### src/rtl/ks_mul_seq.sv
// ks_mul_seq: sequential Karatsuba carry-less multiplier, one shared ceil(W/2)-bit core over three cycles.
// Define KS_REDUCE_EN to reduce the product modulo POLY (result zero-extended to 2W-1 bits).
module ks_mul_seq #(
  parameter int         W    = 29,
  parameter logic [W:0] POLY = 30'h20000005
) (
  input  logic           clk,
  input  logic           rst,
  input  logic           in_valid,
  output logic           in_ready,
  input  logic [W-1:0]   a,
  input  logic [W-1:0]   b,
  output logic           out_valid,
  input  logic           out_ready,
  output logic [2*W-2:0] d
);
  localparam int HL = (W + 1) / 2;
  localparam int MW = 2 * HL - 1;
  localparam int PW = 2 * W - 1;
  typedef enum logic [2:0] {IDLE, LO, HI, MID, DONE} state_t;
  state_t        state_q, state_d;
  logic [W-1:0]  a_q, a_d, b_q, b_d;
  logic [MW-1:0] m1_q, m1_d, m2_q, m2_d;
  logic [PW-1:0] d_q, d_d, p, res;
  logic          out_valid_q, out_valid_d;
  logic [HL-1:0] a_lo, a_hi, b_lo, b_hi, ca, cb;
  logic [MW-1:0] prod;
  logic          accept;
  if (POLY[W] != 1'b1) begin : g_poly_chk
    $error("ks_mul_seq: POLY[W] must be 1");
  end
  function automatic logic [MW-1:0] clmul(input logic [HL-1:0] x, input logic [HL-1:0] y);
    logic [MW-1:0] r;
    r = '0;
    for (int i = 0; i < HL; i++) if (y[i]) r ^= MW'(x) << i;
    return r;
  endfunction
`ifdef KS_REDUCE_EN
  function automatic logic [W-1:0] reduce(input logic [PW-1:0] v);
    logic [PW-1:0] r;
    r = v;
    for (int i = PW - 1; i >= W; i--) if (r[i]) r ^= PW'(POLY) << (i - W);
    return r[W-1:0];
  endfunction
`endif
  assign a_lo      = a_q[HL-1:0];
  assign b_lo      = b_q[HL-1:0];
  assign a_hi      = HL'(a_q[W-1:HL]);
  assign b_hi      = HL'(b_q[W-1:HL]);
  assign in_ready  = (state_q == IDLE) | ((state_q == DONE) & out_ready);
  assign accept    = in_valid & in_ready;
  assign out_valid = out_valid_q;
  assign d         = d_q;
  // The single core is steered by state: LO -> m2, HI -> m1, MID -> m3 (used directly, never stored).
  always_comb begin
    ca          = state_q == HI ? a_hi : state_q == MID ? a_lo ^ a_hi : a_lo;
    cb          = state_q == HI ? b_hi : state_q == MID ? b_lo ^ b_hi : b_lo;
    prod        = clmul(ca, cb);
    p           = PW'(m2_q) ^ (PW'(m1_q ^ m2_q ^ prod) << HL) ^ (PW'(m1_q) << (2 * HL));
`ifdef KS_REDUCE_EN
    res         = PW'(reduce(p));
`else
    res         = p;
`endif
    a_d         = accept ? a : a_q;
    b_d         = accept ? b : b_q;
    m2_d        = state_q == LO ? prod : m2_q;
    m1_d        = state_q == HI ? prod : m1_q;
    d_d         = state_q == MID ? res : d_q;
    out_valid_d = (state_q == MID) | (out_valid_q & ~out_ready);
    state_d     = accept ? LO :
                  state_q == LO ? HI :
                  state_q == HI ? MID :
                  state_q == MID ? DONE :
                  (state_q == DONE & out_ready) ? IDLE : state_q;
  end
  always_ff @(posedge clk or posedge rst) begin
    if (rst) begin
      state_q     <= IDLE;
      a_q         <= '0;
      b_q         <= '0;
      m1_q        <= '0;
      m2_q        <= '0;
      d_q         <= '0;
      out_valid_q <= 1'b0;
    end else begin
      state_q     <= state_d;
      a_q         <= a_d;
      b_q         <= b_d;
      m1_q        <= m1_d;
      m2_q        <= m2_d;
      d_q         <= d_d;
      out_valid_q <= out_valid_d;
    end
  end
endmodule

### config.mk
export PLATFORM = sky130hd
export DESIGN_NAME = ks_mul_seq
export DESIGN_NICKNAME = d
export VERILOG_FILES = /design/src/rtl/ks_mul_seq.sv
export SDC_FILE = /design/constraint.sdc
export NUM_CORES = 1
export LEC_CHECK = 0
export ABC_AREA = 1
export BUFFER_PORTS_ARGS = -buffer_cell sky130_fd_sc_hd__buf_2
export CORE_MARGIN = 10
export CORE_UTILIZATION = 35
export CTS_CLUSTER_SIZE = 20
export DETAILED_ROUTE_END_ITERATION = 7
export GPL_TIMING_DRIVEN = 0
export HOLD_SLACK_MARGIN = 0.03
export PLACE_DENSITY = 0.49
export SYNTH_ARGS = -nofsm -noshare
export SYNTH_HDL_FRONTEND = slang
export SYNTH_SLANG_ARGS = --single-unit
### constraint.sdc
create_clock -name clk -period 7.8 [get_ports clk]
set_clock_uncertainty 0.2 [all_clocks]
set_input_delay 1.56 -clock clk [delete_from_list [all_inputs] [get_ports clk]]
set_output_delay 1.56 -clock clk [all_outputs]
set_load 0.02 [all_outputs]
==> impl_summary.log, run 1 <==
[metrics] first-pass GRT wire length: slightly above 60000 um
[metrics] number of buffer cells added on primary ports: 120
[metrics] detailed placement HPWL: slightly below 30000 um
[metrics] depth of the worst hold-timing path: 2
[metrics] Non-Filler Cell Area, Final: around 14000 um2
[metrics] Die H: 203 um
[metrics] flip-flop and latch count after synthesis: 177
[metrics] via count of the first global-routing pass: about 11000
[metrics] part of the total power dissipated in the clock network: 0.473
[metrics] standby leakage power: 6.62 nW
[metrics] worst reg-to-reg path cell count: 18
[metrics] GRT Resource Usage Total: 0.194
[metrics] count of endpoints failing setup in the final report: 0
[metrics] average size of a mapped cell: 7.39 um2
[metrics] count of routing violations after the opening detailed-route iteration: roughly 750
[metrics] switching component of the power: 420 uW
[metrics] Hold Vio Cnt, Final: 0
[metrics] crit share post-route: 0.487
[metrics] power density relative to cell area: 134 nW/um2
[metrics] number of enable-type register cells in the synthesized netlist: 0
[metrics] status: finished, final reports clean
[metrics] ranking of synthesized cells by instance count: sky130_fd_sc_hd__nand2_1 (546), sky130_fd_sc_hd__dfrtp_1 (177), sky130_fd_sc_hd__nor2_1 (171), sky130_fd_sc_hd__inv_1 (111), sky130_fd_sc_hd__xnor2_1 (102)
[metrics] Total Negative Setup Slacks: 0 ps
[metrics] share of power burned in combinational logic: 0.020
[metrics] sequential share of power: 0.507
[metrics] count of different cell masters after synthesis: 31
[metrics] Cells after Synth: 1591
[metrics] most instantiated flip-flop cell in the synthesis netlist: sky130_fd_sc_hd__dfrtp_1
[metrics] clock buffer depth: 2
[metrics] number of maximum-capacitance constraint violations: 0
[metrics] I/O pins: 121
[metrics] net count of the mapped netlist: 1653
[metrics] final-stage net count: 1793
[metrics] start point of the worst min-delay path: d[44]$_DFFE_PP0N_
[metrics] library cell with the highest instance count after synthesis: sky130_fd_sc_hd__nand2_1
[metrics] sequential standard cell area: 4430 um2
[metrics] Core ar.: roughly 33000 um2
[metrics] number of diodes added for antenna fixing: 0
[metrics] highest net fanout along the worst path: 3
[metrics] placed cell count: 2160
[metrics] via count: 10525
[metrics] Hold WC Path Type: reg2reg
[metrics] source-to-sink clock delay at the later pin of the worst-skew pair: roughly 460 ps
[metrics] non-filler cells, final: around 2200
[metrics] area growth from synthesis to layout: 15.0%
[metrics] Multi-input gate area: 6400 um2
[metrics] Post-CTS Resized: 0
[metrics] root buffer selected by CTS: sky130_fd_sc_hd__clkbuf_16
[metrics] launch instance of the worst register-to-register path: state_q[0]$_DFFE_PP0P_
[metrics] Initial Utilization: 0.352
[metrics] Synth area leaders: sky130_fd_sc_hd__dfrtp_1 (38%), sky130_fd_sc_hd__nand2_1 (17%), sky130_fd_sc_hd__xnor2_1 (7.6%)
[metrics] number of levels in the clock H-tree: 4
[metrics] clock tree from TritonCTS: built
[metrics] first-pass iteration count of the detailed router: 7
[metrics] crit path time final: 3800 ps
[metrics] row count: 67
[metrics] post-CTS setup buffers: 0
[metrics] Hold Crit Endpoint: d[44]$_DFFE_PP0N_
[metrics] share of flip-flops with an asynchronous set or reset after synthesis: 1.00
[metrics] CP Capture Type: output pin
[metrics] Reg-to-Reg End: d[31]$_DFFE_PP0N_
[metrics] Die W: 203 um
[metrics] portion of the post-synthesis area used by sequential elements: 0.377
[metrics] maximum ir drop on the vdd rail: around 0.18 mV
[metrics] instance area at placement: 12900 um2
[metrics] Yosys top cell by area: sky130_fd_sc_hd__dfrtp_1
[metrics] fin. max-slew vios: 0
[metrics] number of sinks driven by the clock tree: between 150 and 200
[metrics] count of hold-fix buffers inserted at cts: 0
[metrics] warnings from Yosys: 0
[metrics] post-synth top area share: 0.377
[metrics] share of layout cells above drive strength 1: 0.178
[metrics] Sw Share: 0.232
[metrics] Vias/cell: 4.80
[metrics] kind of start point of the critical path: input port
[metrics] overall die area: 41300 um2
[metrics] Critical Path RT: between 6000 and 7000 ps
[metrics] global placement routability congestion: about 0.94
[metrics] DRT antenna net count: 0
[metrics] worst hold slack after final layout: 269 ps
[metrics] final-layout fill cell count: 3615
[metrics] total global routing overflow: 0
[metrics] worst-margin pin slew: 914 ps
[metrics] number of clock buffers inserted by TritonCTS: 17
[metrics] drt wl/cell: 18.0 um
[metrics] summed instance area of the synthesized netlist: 11800 um2
[metrics] unrepaired setup endpoints after global routing: no
[metrics] maximum number of pins on one net before global-route repair: 94
[metrics] worst setup slack for register-to-register paths: 4580 ps
[metrics] number of design rule violations left after detail routing: 0
[metrics] antenna violations before repair: 1
[metrics] Worst slew margin: 0.391
[metrics] clock-pin slew on the worst setup and hold paths: approximately 60 ps
[metrics] Overall Power: 1.81 mW
[metrics] Post-Route WL: 39500 um
[metrics] Internal Dissipation: 1.39 mW
[metrics] Max Clk Rate: 263 MHz
[metrics] CP arrival: around 2000 ps
[metrics] crit path kind: in2out
## metrics by stage
stage / utilization / setup slack, ps
after floorplan: - / 1240
after global routing: 0.405 / 3980
after detailed placement: 0.388 / 3800
after CTS: 0.405 / 4000
after global placement: 0.387 / -1180
final: 0.405 / 4000
## registers in the layout, indices dropped and copies added, names as in the netlist
signal and cells:
b_q 29, out_valid 1, d 57, m1_q 29, state_q 3, m2_q 29, a_q 29
## cell usage in the layout, fill, tap and decap left out, types with 3 or more instances in the layout
master,instances
sky130_fd_sc_hd__nand2_1,546
sky130_fd_sc_hd__nor2_2,11
sky130_fd_sc_hd__nand2_4,3
sky130_fd_sc_hd__xor2_1,54
sky130_fd_sc_hd__o21ai_1,29
sky130_fd_sc_hd__dfrtp_1,177
sky130_fd_sc_hd__inv_2,10
sky130_fd_sc_hd__or2_1,11
sky130_fd_sc_hd__xnor2_1,102
sky130_fd_sc_hd__nand2_2,19
sky130_fd_sc_hd__buf_4,11
sky130_fd_sc_hd__buf_1,7
sky130_fd_sc_hd__nor2_1,171
sky130_fd_sc_hd__nand3b_1,13
sky130_fd_sc_hd__nand4_2,5
sky130_fd_sc_hd__clkbuf_1,24
sky130_fd_sc_hd__buf_6,16
sky130_fd_sc_hd__clkinvlp_4,3
sky130_fd_sc_hd__clkbuf_16,17
sky130_fd_sc_hd__inv_1,110
sky130_fd_sc_hd__nand3_1,75
sky130_fd_sc_hd__buf_2,137
sky130_fd_sc_hd__mux2_2,58
sky130_fd_sc_hd__clkinv_2,3
sky130_fd_sc_hd__xnor2_2,3
sky130_fd_sc_hd__o21ai_0,83
sky130_fd_sc_hd__nand4_1,26
## logic make-up after synthesis
| family | synth area share |
|---|---|
| AOI/OAI and AO/OA | 0.0490 |
| xor gates and xnor gates | 0.123 |
| buffers and inverters | 0.0781 |
| DFF | 0.377 |
| muxes | 0.0556 |
| and+or+nand+nor | 0.317 |
## layout make-up
| cell class | instances | area share |
|---|---|---|
| Inverter | 123 | 0.0347 |
| Sequential cell | 177 | 0.328 |
| Clock inverter | 11 | 0.00778 |
| Timing Repair Buffer | 121 | 0.0465 |
| Tap cell | 448 | 0.0415 |
| Multi-Input combinational cell | 1218 | 0.474 |
| Clock buffer | 21 | 0.0341 |
| Buffer | 73 | 0.0338 |
## worst max-delay path: stages
cell	delay, ps
sky130_fd_sc_hd__buf_2	100
sky130_fd_sc_hd__o21a_1	210
sky130_fd_sc_hd__buf_2	170
## routing by layer
metal  vias up  share of wire  GRT usage  wire (um)
li1       5234              -          -          -
met1      4988           0.46      0.249      18100
met2       271           0.47      0.326      18600
met3        32          0.052     0.0362       2040
met4         0          0.019     0.0562        745
met5         -              0          0          0
## power by group through the flow
| stage | registers, mW | logic, mW | clock network [mW] |
|---|---|---|---|
| 2_1_floorplan | 0.935 | 0.0136 | 0 |
| 3_3_place_gp | 0.935 | 0.0357 | 0 |
| 3_5_place_dp | 0.935 | 0.0378 | 0 |
| 4_1_cts | 0.917 | 0.0379 | 0.880 |
| 5_1_grt | 0.917 | 0.0414 | 0.916 |
| 6_report | 0.917 | 0.0355 | 0.857 |
## worst max-delay path by stage
stage                   start            endpoint  cells past startpoint
detailed placement  out_ready  b_q[8]$_DFFE_PP0P_                      6
global placement          rst   d[24]$_DFFE_PP0N_                      2
global route        out_ready            in_ready                      3
CTS                 out_ready            in_ready                      3
floorplan                 rst  a_q[0]$_DFFE_PP0P_                      1
finish              out_ready            in_ready                      3
(Power assumes the default switching activity.)
==> inputs of run 2 (changes only) <==
ABC_AREA = 0   (was 1)
clock period = 3.63 ns   (was 7.8 ns; I/O delays follow)
==> impl_summary.log, run 2 <==
[metrics] ranking of synthesized cells by instance count: sky130_fd_sc_hd__nor2_1 (222), sky130_fd_sc_hd__xnor2_1 (189), sky130_fd_sc_hd__dfrtp_1 (177), sky130_fd_sc_hd__nand2_1 (102), sky130_fd_sc_hd__o21ai_0 (91)
[metrics] Die H: 194 um
[metrics] clock tree from TritonCTS: built
[metrics] Hold WC Path Type: in2async
[metrics] count of different cell masters after synthesis: 32
[metrics] I/O pins: 121
[metrics] CP Capture Type: register
[metrics] share of flip-flops with an asynchronous set or reset after synthesis: 1.00
[metrics] most frequent CP cell: sky130_fd_sc_hd__xnor2_1
[metrics] crit share post-route: 0.962
[metrics] global placement routability congestion: 0.900
[metrics] number of clock buffers inserted by TritonCTS: 17
[metrics] max reg flops: 57
[metrics] count of hold-fix buffers inserted at cts: 0
[metrics] detailed placement HPWL: 24000 um
[metrics] cell family with the largest share of critical-path delay: XOR/XNOR gates
[metrics] flip-flop and latch count after synthesis: 177
[metrics] summed instance area of the synthesized netlist: 10600 um2
[metrics] Synth area leaders: sky130_fd_sc_hd__dfrtp_1 (42%), sky130_fd_sc_hd__xnor2_1 (16%), sky130_fd_sc_hd__mux2_2 (8.8%)
[metrics] cell with the largest stage delay on the worst path: sky130_fd_sc_hd__xnor3_2
[metrics] Cells after Synth: 1138
[metrics] number of maximum-capacitance constraint violations: 0
[metrics] worst-margin pin slew: 773 ps
[metrics] Yosys top cell by area: sky130_fd_sc_hd__dfrtp_1
[metrics] min setup slack post-route: 138 ps
[metrics] via count: 8161
[metrics] number of design rule violations left after detail routing: 0
[metrics] highest net fanout along the worst path: 10
[metrics] unrepaired setup endpoints after global routing: no
[metrics] crit path time final: ~3500 ps
[metrics] final-layout fill cell count: between 3000 and 4000
[metrics] via count of the first global-routing pass: 8476
[metrics] count of routing violations after the opening detailed-route iteration: 550
[metrics] Die W: 194 um
[metrics] Critical Path RT: 3730 ps
[metrics] average size of a mapped cell: 9.34 um2
[metrics] final-stage net count: 1343
[metrics] post-CTS setup buffers: 0
[metrics] Initial Utilization: 0.357
[metrics] most common library cell in the layout ignoring fill and taps: sky130_fd_sc_hd__nor2_1
[metrics] post-synth top area share: 0.417
[metrics] DRT antenna net count: 0
[metrics] Worst slew margin: 0.484
[metrics] Hold Vio Cnt, Final: 0
[metrics] root buffer selected by CTS: sky130_fd_sc_hd__clkbuf_16
[metrics] number of levels in the clock H-tree: 4
[metrics] net count of the mapped netlist: 1200
[metrics] number of diodes added for antenna fixing: 0
[metrics] GRT Resource Usage Total: 0.169
[metrics] commonest cells after routing, fill and taps aside: sky130_fd_sc_hd__nor2_1 (222), sky130_fd_sc_hd__xnor2_1 (189), sky130_fd_sc_hd__dfrtp_1 (177)
[metrics] end-of-flow core utilization: 0.418
[metrics] first-pass GRT wire length: between 50000 and 60000 um
[metrics] peak per-stage delay on the critical path: 570 ps
[metrics] worst hold slack after final layout: 120 ps
[metrics] Post-Place Setup Slack: 2.18 ps
[metrics] fin. max-slew vios: 0
[metrics] clock-pin slew on the worst setup and hold paths: 80 ps
[metrics] status: finished, final reports clean
[metrics] drt wl/cell: 18.7 um
[metrics] library cell with the highest instance count after synthesis: sky130_fd_sc_hd__nor2_1
[metrics] Core ar.: 29800 um2
[metrics] row count: 63
[metrics] Post-Route WL: 31500 um
[metrics] share of layout cells above drive strength 1: 0.223
[metrics] clock buffer depth: 2
[metrics] warnings from Yosys: 0
[metrics] kind of start point of the critical path: register
[metrics] area growth from synthesis to layout: 17.2%
[metrics] most instantiated flip-flop cell in the synthesis netlist: sky130_fd_sc_hd__dfrtp_1
[metrics] Vias/cell: 4.85
[metrics] Bufs and invs on worst path: 3
[metrics] number of buffer cells added on primary ports: 120
[metrics] portion of the post-synthesis area used by sequential elements: 0.417
[metrics] first-pass iteration count of the detailed router: 4
[metrics] number of sinks driven by the clock tree: 177
[metrics] maximum number of pins on one net before global-route repair: around 40
[metrics] overall die area: 37700 um2
[metrics] cell-by-cell listing of the critical path: nor2b_1 > buf_4 > buf_2 > nand2_1 > nand2_1 > clkbuf_4 > nor2_1 > xnor2_1 > xnor2_1 > xnor3_2 > xnor2_1 > o21ai_1
[metrics] total global routing overflow: 0
[metrics] antenna violations before repair: 0
[metrics] Max Clk Rate: 286 MHz
[metrics] crit path kind: reg2reg
[metrics] CP arrival: 3590 ps
[metrics] source-to-sink clock delay at the later pin of the worst-skew pair: 450 ps
[metrics] number of enable-type register cells in the synthesized netlist: 0
[metrics] Post-CTS Resized: 0
[metrics] count of endpoints failing setup in the final report: 0
==> run 2: final timing paths <==
kind | start | end | slack [ps] | cells after the start
max | state_q[1]$_DFFE_PP0P_ | d[32]$_DFFE_PP0N_ | 140 | 12
min | rst | d[14]$_DFFE_PP0N_ | 120 | 2
min reg2reg | d[15]$_DFFE_PP0N_ | d[15]$_DFFE_PP0N_ | 280 | 2
max in group asynchronous | rst | b_q[13]$_DFFE_PP0P_ | 2070 | 5
max reg2reg | state_q[1]$_DFFE_PP0P_ | d[32]$_DFFE_PP0N_ | 140 | 12
min in group clk | d[15]$_DFFE_PP0N_ | d[15]$_DFFE_PP0N_ | 280 | 2
==> run 2: cell type report <==
type	instances	area (um2)	share of cell area
inverter	9	37.5	0.00301
sequential	177	4430	0.356
clock buffer	18	439	0.0353
multi-input combinational	880	5820	0.467
clock inverter	14	191	0.0154
timing repair buffer	125	701	0.0562
buffer	71	354	0.0284
tap	390	488	0.0392
==> run 2: worst register-to-register path, cell delays in order, from the launching register on <==
cell and delay [ps]:
sky130_fd_sc_hd__dfrtp_1 450, sky130_fd_sc_hd__nor2b_1 170, sky130_fd_sc_hd__buf_4 190, sky130_fd_sc_hd__buf_2 280, sky130_fd_sc_hd__nand2_1 160, sky130_fd_sc_hd__nand2_1 190, sky130_fd_sc_hd__clkbuf_4 290, sky130_fd_sc_hd__nor2_1 80
sky130_fd_sc_hd__xnor2_1 150, sky130_fd_sc_hd__xnor2_1 280, sky130_fd_sc_hd__xnor3_2 570, sky130_fd_sc_hd__xnor2_1 270, sky130_fd_sc_hd__o21ai_1 90
==> run 2: logic make-up (layout without fill, tap and decap cells) <==
kind of cell,after synthesis,count (layout),synth area share
AND/OR/NAND/NOR,366,366,0.136
AO/OA/AOI/OAI,174,174,0.0899
multiplexers,83,83,0.0879
buffers and inverters,81,237,0.0361
flip-flops,177,177,0.417
XOR/XNOR,257,257,0.233
==> run 2: stage by stage <==
step           area [um2]  cells  setup TNS [ps]
2_1_floorplan       10600   1138               0
3_3_place_gp        11700   1648         -149670
3_5_place_dp        11800   1653               0
4_1_cts             12400   1684               0
5_1_grt             12500   1684               0
6_report            12500   1684               0
==> run 2: routing by layer <==
layer  part of all wire  GRT usage
met1               0.48      0.227
met2               0.46      0.271
met3              0.050     0.0354
met4              0.014     0.0420
met5                  0          0
Power of run 2 is left out: the tool's default activity adds up to more than one toggle a clock period on the data nets, which glitch-free logic cannot reach.
==> inputs of run 3 (changes only) <==
CORE_UTILIZATION = 45   (was 35)
PLACE_DENSITY = 0.61   (was 0.49)
==> impl_summary.log, run 3 (synthesized netlist as in run 2, its figures left out) <==
[metrics] CP arrival: 3490 ps
[metrics] number of clock buffers inserted by TritonCTS: 17
[metrics] clock buffer depth: 2
[metrics] root buffer selected by CTS: sky130_fd_sc_hd__clkbuf_16
[metrics] min setup slack post-route: 236 ps
[metrics] Post-Place Setup Slack: 104 ps
[metrics] via count: 8268
[metrics] non-filler cells, final: 1613
[metrics] fin. max-slew vios: 0
[metrics] clock tree from TritonCTS: built
[metrics] most common library cell in the layout ignoring fill and taps: sky130_fd_sc_hd__nor2_1
[metrics] Max Clk Rate: 295 MHz
[metrics] kind of start point of the critical path: register
[metrics] Vias/cell: 5.13
[metrics] clock-pin slew on the worst setup and hold paths: around 70 ps
[metrics] Hold Vio Cnt, Final: 0
[metrics] Die H: 174 um
[metrics] Bufs and invs on worst path: 3
[metrics] Post-Route WL: 29500 um
[metrics] GRT Resource Usage Total: 0.197
[metrics] global placement routability congestion: 0.953
[metrics] CP Capture Type: register
[metrics] DRT antenna net count: 0
[metrics] number of maximum-capacitance constraint violations: 0
[metrics] Worst slew margin: 0.482
[metrics] Non-Filler Cell Area, Final: 12300 um2
[metrics] drt wl/cell: 18.3 um
[metrics] placed cell count: between 1500 and 2000
[metrics] commonest cells after routing, fill and taps aside: sky130_fd_sc_hd__nor2_1 (222), sky130_fd_sc_hd__xnor2_1 (189), sky130_fd_sc_hd__dfrtp_1 (177)
[metrics] count of endpoints failing setup in the final report: 0
[metrics] row count: 56
[metrics] cell-by-cell listing of the critical path: nor2b_1 > buf_4 > buf_2 > nand2_1 > nand2_1 > buf_2 > nor2_1 > xnor2_1 > xnor2_1 > xnor3_1 > xnor2_1 > o21ai_1
[metrics] number of design rule violations left after detail routing: 0
[metrics] maximum number of pins on one net before global-route repair: 42
[metrics] Initial Utilization: 0.456
[metrics] peak per-stage delay on the critical path: 580 ps
[metrics] worst-margin pin slew: 775 ps
[metrics] cell with the largest stage delay on the worst path: sky130_fd_sc_hd__xnor3_1
[metrics] number of buffer cells added on primary ports: 120
[metrics] most frequent CP cell: sky130_fd_sc_hd__xnor2_1
[metrics] share of layout cells above drive strength 1: 0.219
[metrics] final-stage net count: 1343
[metrics] post-CTS setup buffers: 0
[metrics] Total Negative Setup Slacks: 0 ps
[metrics] highest net fanout along the worst path: 10
[metrics] via count of the first global-routing pass: 8450
[metrics] Critical Path RT: 3730 ps
[metrics] number of levels in the clock H-tree: 4
[metrics] Core ar.: roughly 23000 um2
[metrics] antenna violations before repair: 0
[metrics] crit path time final: 3390 ps
[metrics] I/O pins: 121
[metrics] Die W: 174 um
[metrics] overall die area: about 30000 um2
[metrics] Hold WC Path Type: in2async
[metrics] max reg flops: 57
[metrics] crit share post-route: 0.935
[metrics] unrepaired setup endpoints after global routing: no
[metrics] cell family with the largest share of critical-path delay: XOR/XNOR gates
[metrics] status: finished, final reports clean
[metrics] number of sinks driven by the clock tree: 177
[metrics] instance area at placement: 11700 um2
[metrics] total global routing overflow: 0
[metrics] number of diodes added for antenna fixing: 0
[metrics] count of routing violations after the opening detailed-route iteration: between 500 and 600
[metrics] first-pass iteration count of the detailed router: 5
[metrics] area growth from synthesis to layout: 15.9%
[metrics] detailed placement HPWL: ~22000 um
[metrics] source-to-sink clock delay at the later pin of the worst-skew pair: 440 ps
[metrics] crit path kind: reg2reg
[metrics] first-pass GRT wire length: between 40000 and 50000 um
==> run 3: area by class of cell <==
| class | count | area, um2 |
|---|---|---|
| clock buffers | 18 | 439 |
| flip-flops and latches | 177 | 4430 |
| repair buffers | 124 | 681 |
| plain buffers | 72 | 352 |
| clock inverters | 14 | 169 |
| well taps | 319 | 399 |
| fillers | 2174 | 11000 |
| inverters | 9 | 37.5 |
| multi-input cells | 880 | 5820 |
==> run 3: through the flow <==
stage | utilization | hold slack [ps]
after floorplan | - | 265
after global placement | 0.499 | 263
after detailed placement | 0.502 | 270
after CTS | 0.528 | 234
after global routing | 0.528 | 257
final | 0.528 | 223
==> run 3: per-layer routing <==
layer  up-vias  share of wire  global-route usage
met5         -              0                   0
met4         0          0.019              0.0613
met3        35          0.054              0.0409
met2       229           0.47               0.318
met1      4026           0.46               0.261
li1       3978              -                   -
==> run 3: final timing paths <==
path	slack, ps	depth (start not counted)	from	endpoint
max in group asynchronous	2100	4	rst	a_q[1]$_DFFE_PP0P_
setup reg to reg	240	12	state_q[1]$_DFFE_PP0P_	d[32]$_DFFE_PP0N_
setup / recovery	240	12	state_q[1]$_DFFE_PP0P_	d[32]$_DFFE_PP0N_
hold reg to reg	280	2	d[36]$_DFFE_PP0N_	d[36]$_DFFE_PP0N_
hold / removal	220	2	rst	d[44]$_DFFE_PP0N_
min in group clk	280	2	d[36]$_DFFE_PP0N_	d[36]$_DFFE_PP0N_
==> run 3: timing repair <==
item                                    in CTS  in global routing
hold buffers                                 0                  0
gates resized for setup                      0                  2
endpoints found under the setup margin       0                 17
Power of run 3 is left out for the same reason.
